<file path="src/rtl/mul_datapath_pkg.sv">
// Shared constants for the shift-add multiplier datapath.
// Default operand width, derived counter and product widths.
package mul_datapath_pkg;

  localparam int W_DEF = 4;

  function automatic int cnt_w(input int w);
    return $clog2(w + 1);
  endfunction

  function automatic int prod_w(input int w);
    return 2 * w;
  endfunction

  localparam int NW_DEF = cnt_w(W_DEF);
  localparam int PW_DEF = prod_w(W_DEF);

endpackage

</file>
<file path="src/rtl/mul_loop_counter.sv">
// Loop counter: loads W, decrements and saturates at zero.
// Ports: clk, res (async low), load, dec -> nz (count != 0).
module mul_loop_counter
  import mul_datapath_pkg::*;
#(
  parameter int W = W_DEF
) (
  input  logic clk,
  input  logic res,
  input  logic load,
  input  logic dec,
  output logic nz
);
  localparam int NW = cnt_w(W);

  logic [NW-1:0] n_q;
  logic [NW-1:0] n_d;

  // load wins over a same-cycle decrement
  always_comb begin
    n_d = n_q;
    unique case (1'b1)
      load:                n_d = NW'(W);
      dec && (n_q != '0):  n_d = n_q - 1'b1;
      default:             n_d = n_q;
    endcase
  end

  always_ff @(posedge clk or negedge res) begin
    if (!res) n_q <= '0;
    else      n_q <= n_d;
  end

  assign nz = (n_q != '0);

endmodule

</file>
<file path="src/rtl/mul_datapath.sv">
// Shift-add multiplier datapath driven by micro-op strobes.
// Ports: operands a_in/b_in, strobes t1..t4/ta -> x,y,z,prod,done.
module mul_datapath
  import mul_datapath_pkg::*;
#(
  parameter int W = W_DEF
) (
  input  logic           clk,
  input  logic           res,
  input  logic [W-1:0]   a_in,
  input  logic [W-1:0]   b_in,
  input  logic           t1,
  input  logic           t2,
  input  logic           t3,
  input  logic           t4,
  input  logic           ta,
  output logic           x,
  output logic           y,
  output logic           z,
  output logic [2*W-1:0] prod,
  output logic           done
);
  localparam int PW = prod_w(W);

  logic [PW-1:0] a_q, a_d;
  logic [W-1:0]  b_q, b_d;
  logic [PW-1:0] p_q, p_d;
  logic          ov_q, ov_d;
  logic [PW-1:0] prod_q, prod_d;
  logic          done_q, done_d;
  logic [PW:0]   sum;

  // carry-out of the accumulate feeds the sticky overflow
  assign sum = {1'b0, p_q} + {1'b0, a_q};

  always_comb begin
    a_d    = a_q;
    b_d    = b_q;
    p_d    = p_q;
    ov_d   = ov_q;
    prod_d = prod_q;
    done_d = ta;
    if (t1) begin
      a_d  = {{W{1'b0}}, a_in};
      b_d  = b_in;
      p_d  = '0;
      ov_d = 1'b0;
    end else begin
      if (t3) begin
        p_d  = sum[PW-1:0];
        ov_d = ov_q | sum[PW];
      end
      if (t4) begin
        a_d = a_q << 1;
        b_d = b_q >> 1;
      end
    end
    if (ta) prod_d = p_q;
  end

  always_ff @(posedge clk or negedge res) begin
    if (!res) begin
      a_q    <= '0;
      b_q    <= '0;
      p_q    <= '0;
      ov_q   <= 1'b0;
      prod_q <= '0;
      done_q <= 1'b0;
    end else begin
      a_q    <= a_d;
      b_q    <= b_d;
      p_q    <= p_d;
      ov_q   <= ov_d;
      prod_q <= prod_d;
      done_q <= done_d;
    end
  end

  mul_loop_counter #(.W(W)) u_cnt (
    .clk  (clk),
    .res  (res),
    .load (t2),
    .dec  (t4),
    .nz   (x)
  );

  assign y    = b_q[0];
  assign z    = ov_q;
  assign prod = prod_q;
  assign done = done_q;

endmodule

</file>
<file path="config.mk">
export PLATFORM = sky130hd
export DESIGN_NAME = mul_datapath
export DESIGN_NICKNAME = d
export VERILOG_FILES = /design/src/rtl/mul_datapath_pkg.sv /design/src/rtl/mul_loop_counter.sv /design/src/rtl/mul_datapath.sv
export SDC_FILE = /design/constraint.sdc
export NUM_CORES = 1
export LEC_CHECK = 0
export BUFFER_PORTS_ARGS = -buffer_cell sky130_fd_sc_hd__clkbuf_2
export CAP_MARGIN = 10
export CORE_MARGIN = 8
export CORE_UTILIZATION = 45
export CTS_CLUSTER_DIAMETER = 30
export CTS_CLUSTER_SIZE = 20
export DETAILED_ROUTE_END_ITERATION = 10
export PLACE_DENSITY = 0.75
export RECOVER_POWER = 25
export SLEW_MARGIN = 30
export SYNTH_ARGS = -nofsm -noshare
export SYNTH_HDL_FRONTEND = slang
export SYNTH_HIERARCHICAL = 1
export SYNTH_SLANG_ARGS = --single-unit
</file>
<file path="constraint.sdc">
create_clock -name clk -period 2.28 [get_ports clk]
set_input_delay 0.228 -clock clk [delete_from_list [all_inputs] [get_ports clk]]
set_output_delay 0.228 -clock clk [all_outputs]
set_load 0.01 [all_outputs]
</file>
# Word-level counts from Yosys, hierarchy flattened
# Index checks and enable logic that the tools add are counted.
[op_classes]
addsub = 2
n_mux = 9
bitwise_logic = 1
reduce_logical = 5
[ops]
columns = ["cell", "n"]
rows = [
  ["$mux 8", 4],
  ["$add 8x8->9", 1],
  ["$mux 4", 2],
  ["$pmux 3 s2", 1],
  ["$reduce_bool 2->1", 3],
  ["$reduce_bool 3->1", 1],
  ["$sub 3x1->3 const B", 1],
  ["$mux 1", 2],
  ["$logic_and 1x1->1", 1],
  ["$or 1x1->1", 1],
]
[totals]
regBits = 33
output_inout_bits = 12
wordCells = 24

# Logic depth before layout (Yosys ltp)
# Gate-level depths: netlist of run 1.
[depth]
word_depth = 4
ltp_mapped = 6
depth_no_buf = 6

# By module
# The synthesis of run 1 kept the hierarchy.
[by_module_without_submodules]
columns = ["module", "instances", "cells_per_inst", "area_each_um2", "seq_area_each_um2"]
rows = [
  ["mul_datapath", 1, 138, 1521.5, 750.7],
  ["mul_loop_counter", 1, 18, 193.9, 75.1],
]

# Worst setup path after synthesis of run 1
# Ideal clock, no wire load.
[synth_timing]
path_type = "flip-flop to flip-flop"
start = "register a_q[0]"
end = "register ov_q (netlist: z)"
setup_time_ns = 0.130
arrival_ns = 1.673
required_ns = 2.150
setup_slack_ns = 0.477
path_stages_with_launch = 7
period_less_slack_ns = 1.803
cell_sequence = "dfrtp_1 -> ha_1 -> fa_1 -> a21o_1 -> a211o_1 -> a21oi_1 -> a211oi_1"
[synth_via]
elab_chain_cells = 4
[synth_lines]
columns = ["element", "line_no", "text"]
rows = [
  ["start, declared", "mul_datapath.sv:25", "logic [PW-1:0] a_q, a_d;"],
  ["start signal, assigned", "mul_datapath.sv:63", "a_q <= '0;"],
  ["start signal, assigned", "mul_datapath.sv:70", "a_q <= a_d;"],
  ["$add 8x8->9", "mul_datapath.sv:34", "assign sum = {1'b0, p_q} + {1'b0, a_q};"],
  ["$or 1x1->1", "mul_datapath.sv:51", "ov_d = ov_q | sum[PW];"],
  ["$mux 1", "mul_datapath.sv:49", "if (t3) begin"],
  ["$mux 1", "mul_datapath.sv:43", "if (t1) begin"],
  ["end signal, assigned", "mul_datapath.sv:73", "ov_q <= ov_d;"],
  ["end, declared", "mul_datapath.sv:28", "logic ov_q, ov_d;"],
]
# No other way between the ends. The select of a mux whose other input is x is not followed.
# A chain may end at the register's enable or synchronous reset.

# Final worst setup path of run 1
# Same ends and word-level chain as after synthesis.

==> flow_metrics.tcl, run 1 <==
set metrics [dict create \
    vias_per_cell 5.44 \
    drc 0 \
    rsz0062_at_grt "no" \
    yosysMostFrequentCell "dfrtp_1" \
    clk_pin_slew_worst_paths_ns 0.07 \
    fillers 335 \
    place_inst 224 \
    max_stage_delay_ns 0.41 \
    initial_core_util_pct 46.9 \
    met1_usage_pct 12.0 \
    setup_ws_ns 0.316 \
    vias 1262 \
    row_count 22 \
    crit_chain "ha_1, fa_1, a21o_1, a211o_1, a21oi_1, a211oi_1" \
    worstPathMaxFanout 3 \
    dp_slack_ns 0.354 \
    violations "capacitance limit, slew limit" \
    status "complete, but fails checks" \
    fmax_mhz 509 \
    htree_levels 2 \
    ys_seq_elements 33 \
    core_um2 3660 \
    hold-worst-slack_ns 0.150 \
    r2r_cells 6 \
    clk_latency_ns 0.28 \
    grt_pass1_wl_um 5800 \
    fp.dieW_um 77.7 \
    grt_max_degree 34 \
    startpoint_type "flip-flop" \
    grt_usage_pct 11.8 \
    io_buffers 26 \
    post_drt_wl_per_cell_um 14.6 \
    tns_ns 0 \
    setup_violations 0 \
    diodes 0 \
    register_area_um2 826 \
    drt_iter0_markers 60 \
    cp.required_ns 2.41 \
    synth_top_area_share_pct 48.1 \
    slowest_stage "fa_1" \
    period_needed_ns 1.96 \
    synth-main-ff-cell "dfrtp_1" \
    synth_async_sr_flop_share_pct 100 \
    cts_setup_buffers 0 \
    ys_types 32 \
    synth_area_per_cell_um2 11.0 \
    ys_seq_area_share_pct 48.1 \
    vdd_drop_max_mv 0.528 \
    overflow 0 \
    min_path_type "in -> reg" \
    dieArea_um2 6040 \
    multi_input_area_um2 840 \
    grt.met3_usage_pct 3.69 \
    finClkSkew_ns 0.00799 \
    crit_type "reg -> reg" \
    post-route-util_pct 53.2 \
    synth_edf_count 0 \
    period_share_pct 86.2 \
    clock_path_buffers 2 \
    grt-busiest-layer "met2" \
    netlist_top_cells_area "dfrtp_1, mux2i_1, ha_1" \
    r2r_start "a_q[0]" \
    hold_buffers 0 \
    syn_nets 182 \
    area_growth_pct 13.5 \
    drt-pass1-iter-count 4 \
    timing.slew.headroom_pct -17.4 \
    ys_warn_count 6 \
    antenna_found_initial 0 \
    worstSetupEndpointType "flip-flop" \
    die_h_um 77.7 \
    hold_path_end "b_q[0]" \
    crit_arrival_ns 2.10 \
    place_hpwl_um 2540 \
    synth_cells 156 \
    cts_resized 0 \
    yosys-top-cells-count "dfrtp_1, mux2i_1, nand2_1, o21ai_0" \
    hold_violations 0 \
    grt_pass1_vias 1367 \
    antenna_left 0 \
    power_density_nw_per_um2 729 \
    maxCapViolCount 1 \
    r2r-end "z" \
    tightest_slew_ns 1.76 \
    cts_tree "yes" \
    gp_congestion 0.868 \
    final_layout_size_suffix_gt1_share_pct 22.8 \
    slew_viol_final 34 \
    clock_sinks 33 \
    whs_path_depth 3 \
    r2r_slack_ns 0.32 \
    synth_area_leader_cell "dfrtp_1" \
    min-delay-start "b_in[0]" \
    final_cells 232 \
    clock-root-buffer "clkbuf_8" \
    p_leak_nw 0.991 \
    wl_um 3380 \
    syn_area_um2 1720 \
    ios 27 \
    fin_nets 209 \
    use_met2_pct 21.5 \
    cts_made_buffers 5 \
]
cell type report:
class / count / share of cell area, %
clock buffers: 6 / 3.73
clock inverters: 2 / 0.514
inverters: 3 / 0.578
multi-input cells: 114 / 43.1
flip-flops and latches: 33 / 42.4
well taps: 48 / 3.08
repair buffers: 26 / 6.56
layout by cell type, fill, tap and decap left out, types with 2 or more instances in the layout:
master    instances
a211oi_1          4
a21o_1            2
a21oi_1          11
clkbuf_1          3
clkbuf_2         24
clkbuf_8          5
clkinv_2          2
dfrtp_1          33
ha_1             10
inv_1             3
mux2_2            8
mux2i_1          14
nand2_1          13
nand2b_1          7
nand3b_1          3
nor2_1           11
nor3_1            2
o21ai_0          13
o311ai_1          2
flip-flops by register name, summed over array words and instances (netlist names):
name / count
b_q: 4
done: 1
z: 1
prod: 8
a_q: 8
u_cnt/n_q: 3
p_q: 8
metal layers:
metal  part of all wire [%]  wire [um]  vias to the layer above
met1                     41       1400                      627
met5                      0          0                        -
li1                       -          -                      612
met3                    3.0        100                        7
met4                    2.2         76                        0
met2                     53       1800                       16
per-stage QoR:
stage | power (mW) | cell area (um2)
CTS | 1.44 | 1950
global placement | 0.999 | 1870
detailed placement | 1.02 | 1870
global route | 1.50 | 1950
floorplan | 0.924 | 1720
finish | 1.42 | 1950
critical path: cells and delay by family, from the launching register on:
family                     cells  cell delay [ns]
AOI/OAI and AO/OA              4             0.78
adders and majority gates      2             0.64
DFF                            1             0.39
report_power, final:
part	total, mW	switching, mW	internal, mW
logic	0.311	0.168	0.143
registers	0.697	0.0477	0.649
clock network	0.411	0.199	0.211
total	1.42	0.416	1.00
worst max path at each step:
stage / from / endpoint / slack (ns) / cells after the start
4_1_cts: a_q[0] / z / 0.32 / 6
3_5_place_dp: a_q[0] / z / 0.35 / 6
6_report: a_q[0] / z / 0.32 / 6
3_3_place_gp: a_q[0] / z / 0.39 / 6
2_1_floorplan: a_q[0] / z / 0.48 / 6
5_1_grt: a_q[0] / z / 0.22 / 6
cells by family after synthesis:
family / synth area share (%)
AOI/OAI and AO/OA: 12.5
xor gates and xnor gates: 1.02
adders and majority gates: 8.46
buffers and inverters: 2.92
DFF: 48.1
muxes: 13.4
and+or+nand+nor: 13.5
Note: power is estimated with default switching activity, not from simulation.
==> run 2, diff against run 1 <==
--- a/config.mk
+++ b/config.mk
@@ -14,6 +14,7 @@
 export DETAILED_ROUTE_END_ITERATION = 10
 export PLACE_DENSITY = 0.75
 export RECOVER_POWER = 25
+export REMOVE_ABC_BUFFERS = 1
 export SLEW_MARGIN = 30
 export SYNTH_ARGS = -nofsm -noshare
 export SYNTH_HDL_FRONTEND = slang
==> run 2 against run 1 <==
  * The run still ends with capacitance limit, slew limit left
  * Clock skew fell by 0.0024 ns
  * Critical path type unchanged
  * Highest routed layer unchanged
  * First-iteration DRC count grew 27%
  * Critical endpoint unchanged
  * Sequential power hardly changed
  * Power up 1.4%
  * Die area did not move
  * Non-clock buffer count did not move
  * Clock power up 4.9%
  * Sequential share of layout area decreased by 0.082 points
  * Combinational power about the same
  * Largest power group unchanged
  * Flip-flop and latch count unchanged
  * Worst hold slack better by 0.013 ns
  * Final cell count is 0.43% lower
==> flow_metrics.tcl, run 2 (same netlist as run 1, synthesis figures left out) <==
set metrics [dict create \
    status "complete, but fails checks" \
    violations "capacitance limit, slew limit" \
    max_stage_delay_ns 0.41 \
    gp_congestion 0.849 \
    worstSetupEndpointType "flip-flop" \
    die_h_um 77.7 \
    ios 27 \
    min_path_type "in -> reg" \
    clk_pin_slew_worst_paths_ns 0.06 \
    r2r_start "a_q[0]" \
    hold-worst-slack_ns 0.162 \
    area_growth_pct 13.7 \
    clk_latency_ns 0.28 \
    crit_arrival_ns 2.09 \
    final_cells 231 \
    dp_slack_ns 0.349 \
    htree_levels 2 \
    wl_um 3290 \
    fmax_mhz 512 \
    io_buffers 26 \
    r2r-end "z" \
    most-common-layout-cells "dfrtp_1, clkbuf_2, mux2i_1, nand2_1, o21ai_0" \
    worstPathMaxFanout 3 \
    hold_buffers 0 \
    cts_resized 0 \
    vdd_drop_max_mv 0.407 \
    place_hpwl_um 2440 \
    design_power_total_mw 1.44 \
    path_buf_inv 0 \
    hold_violations 0 \
    p_leak_nw 0.990 \
    setup_ws_ns 0.328 \
    fin_nets 209 \
    dieArea_um2 6040 \
    period_needed_ns 1.95 \
    cp.required_ns 2.42 \
    vias_per_cell 5.36 \
    vias 1238 \
    antenna_found_initial 0 \
    post-route-util_pct 53.3 \
    post_drt_wl_per_cell_um 14.2 \
    hold_path_end "a_q[2]" \
    core_um2 3660 \
    drt-pass1-iter-count 4 \
    drc 0 \
    tns_ns 0 \
    slowest_stage "fa_1" \
    final_area_um2 1950 \
    fp.dieW_um 77.7 \
    initial_core_util_pct 46.9 \
    layout_commonest_cell "dfrtp_1" \
    r2r_cells 6 \
    maxCapViolCount 1 \
    slew_viol_final 34 \
    grt_max_degree 34 \
    cts_made_buffers 5 \
    startpoint_type "flip-flop" \
    power_density_nw_per_um2 737 \
    rsz0062_at_grt "no" \
    setup_violations 0 \
    placed_cell_area_um2 1870 \
    diodes 0 \
    place_inst 224 \
    fillers 317 \
    crit_chain "ha_1, fa_1, a21o_1, a211o_1, a21oi_1, a211oi_1" \
    clock_sinks 33 \
    cts_tree "yes" \
    crit_type "reg -> reg" \
    overflow 0 \
    grt_pass1_vias 1309 \
    grt_usage_pct 11.5 \
    cts_setup_buffers 0 \
    min-delay-start "a_in[2]" \
    tightest_slew_ns 1.74 \
    r2r_slack_ns 0.33 \
    finClkSkew_ns 0.00557 \
    antenna_left 0 \
    worst_path_dominant_cell_family "compound AO/OA/AOI/OAI gates" \
    period_share_pct 85.6 \
    final_layout_size_suffix_gt1_share_pct 22.4 \
    drt_iter0_markers 76 \
    clock_path_buffers 2 \
    clock-root-buffer "clkbuf_8" \
    whs_path_depth 3 \
    timing.slew.headroom_pct -15.7 \
    row_count 22 \
    grt_pass1_wl_um 5640 \
]
## run 2: cell types whose count changed in the layout (fill, tap and decap cells not counted)
cell      change
clkbuf_8      +1
clkinv_2      -2
## run 2: worst reg2reg max path, stage by stage, from the launching register on
cell and delay (ns):
dfrtp_1 0.40, ha_1 0.23, fa_1 0.41, a21o_1 0.21, a211o_1 0.33, a21oi_1 0.15
a211oi_1 0.09
## run 2: layout make-up
| class | instances | area, um2 | share of cell area (%) |
|---|---|---|---|
| inverter | 3 | 11.3 | 0.577 |
| clock buffer | 7 | 86.3 | 4.43 |
| tap | 48 | 60.1 | 3.08 |
| multi-input combinational | 114 | 840 | 43.0 |
| sequential | 33 | 826 | 42.3 |
| timing repair buffer | 26 | 128 | 6.54 |
## run 2: layer usage
layer	GRT usage, %	wire length [um]	vias up
li1	-	-	614
met5	0	0	-
met4	7.36	76	0
met2	19.5	1640	28
met1	12.5	1470	588
met3	3.23	105	8
## run 2: how the worst max path moves through the flow
stage                 from  end  slack, ns  cells past startpoint
floorplan           a_q[0]    z       0.48                      6
global placement    a_q[0]    z       0.39                      6
finish              a_q[0]    z       0.33                      6
detailed placement  a_q[0]    z       0.35                      6
global route        a_q[0]    z       0.27                      6
CTS                 a_q[0]    z       0.33                      6
## run 2: power breakdown
| group | internal [mW] | switching, mW | leakage (nW) |
|---|---|---|---|
| sequential | 0.649 | 0.0460 | 0.432 |
| clock | 0.239 | 0.192 | 0.0443 |
| combinational | 0.144 | 0.168 | 0.514 |
| total | 1.03 | 0.406 | 0.990 |
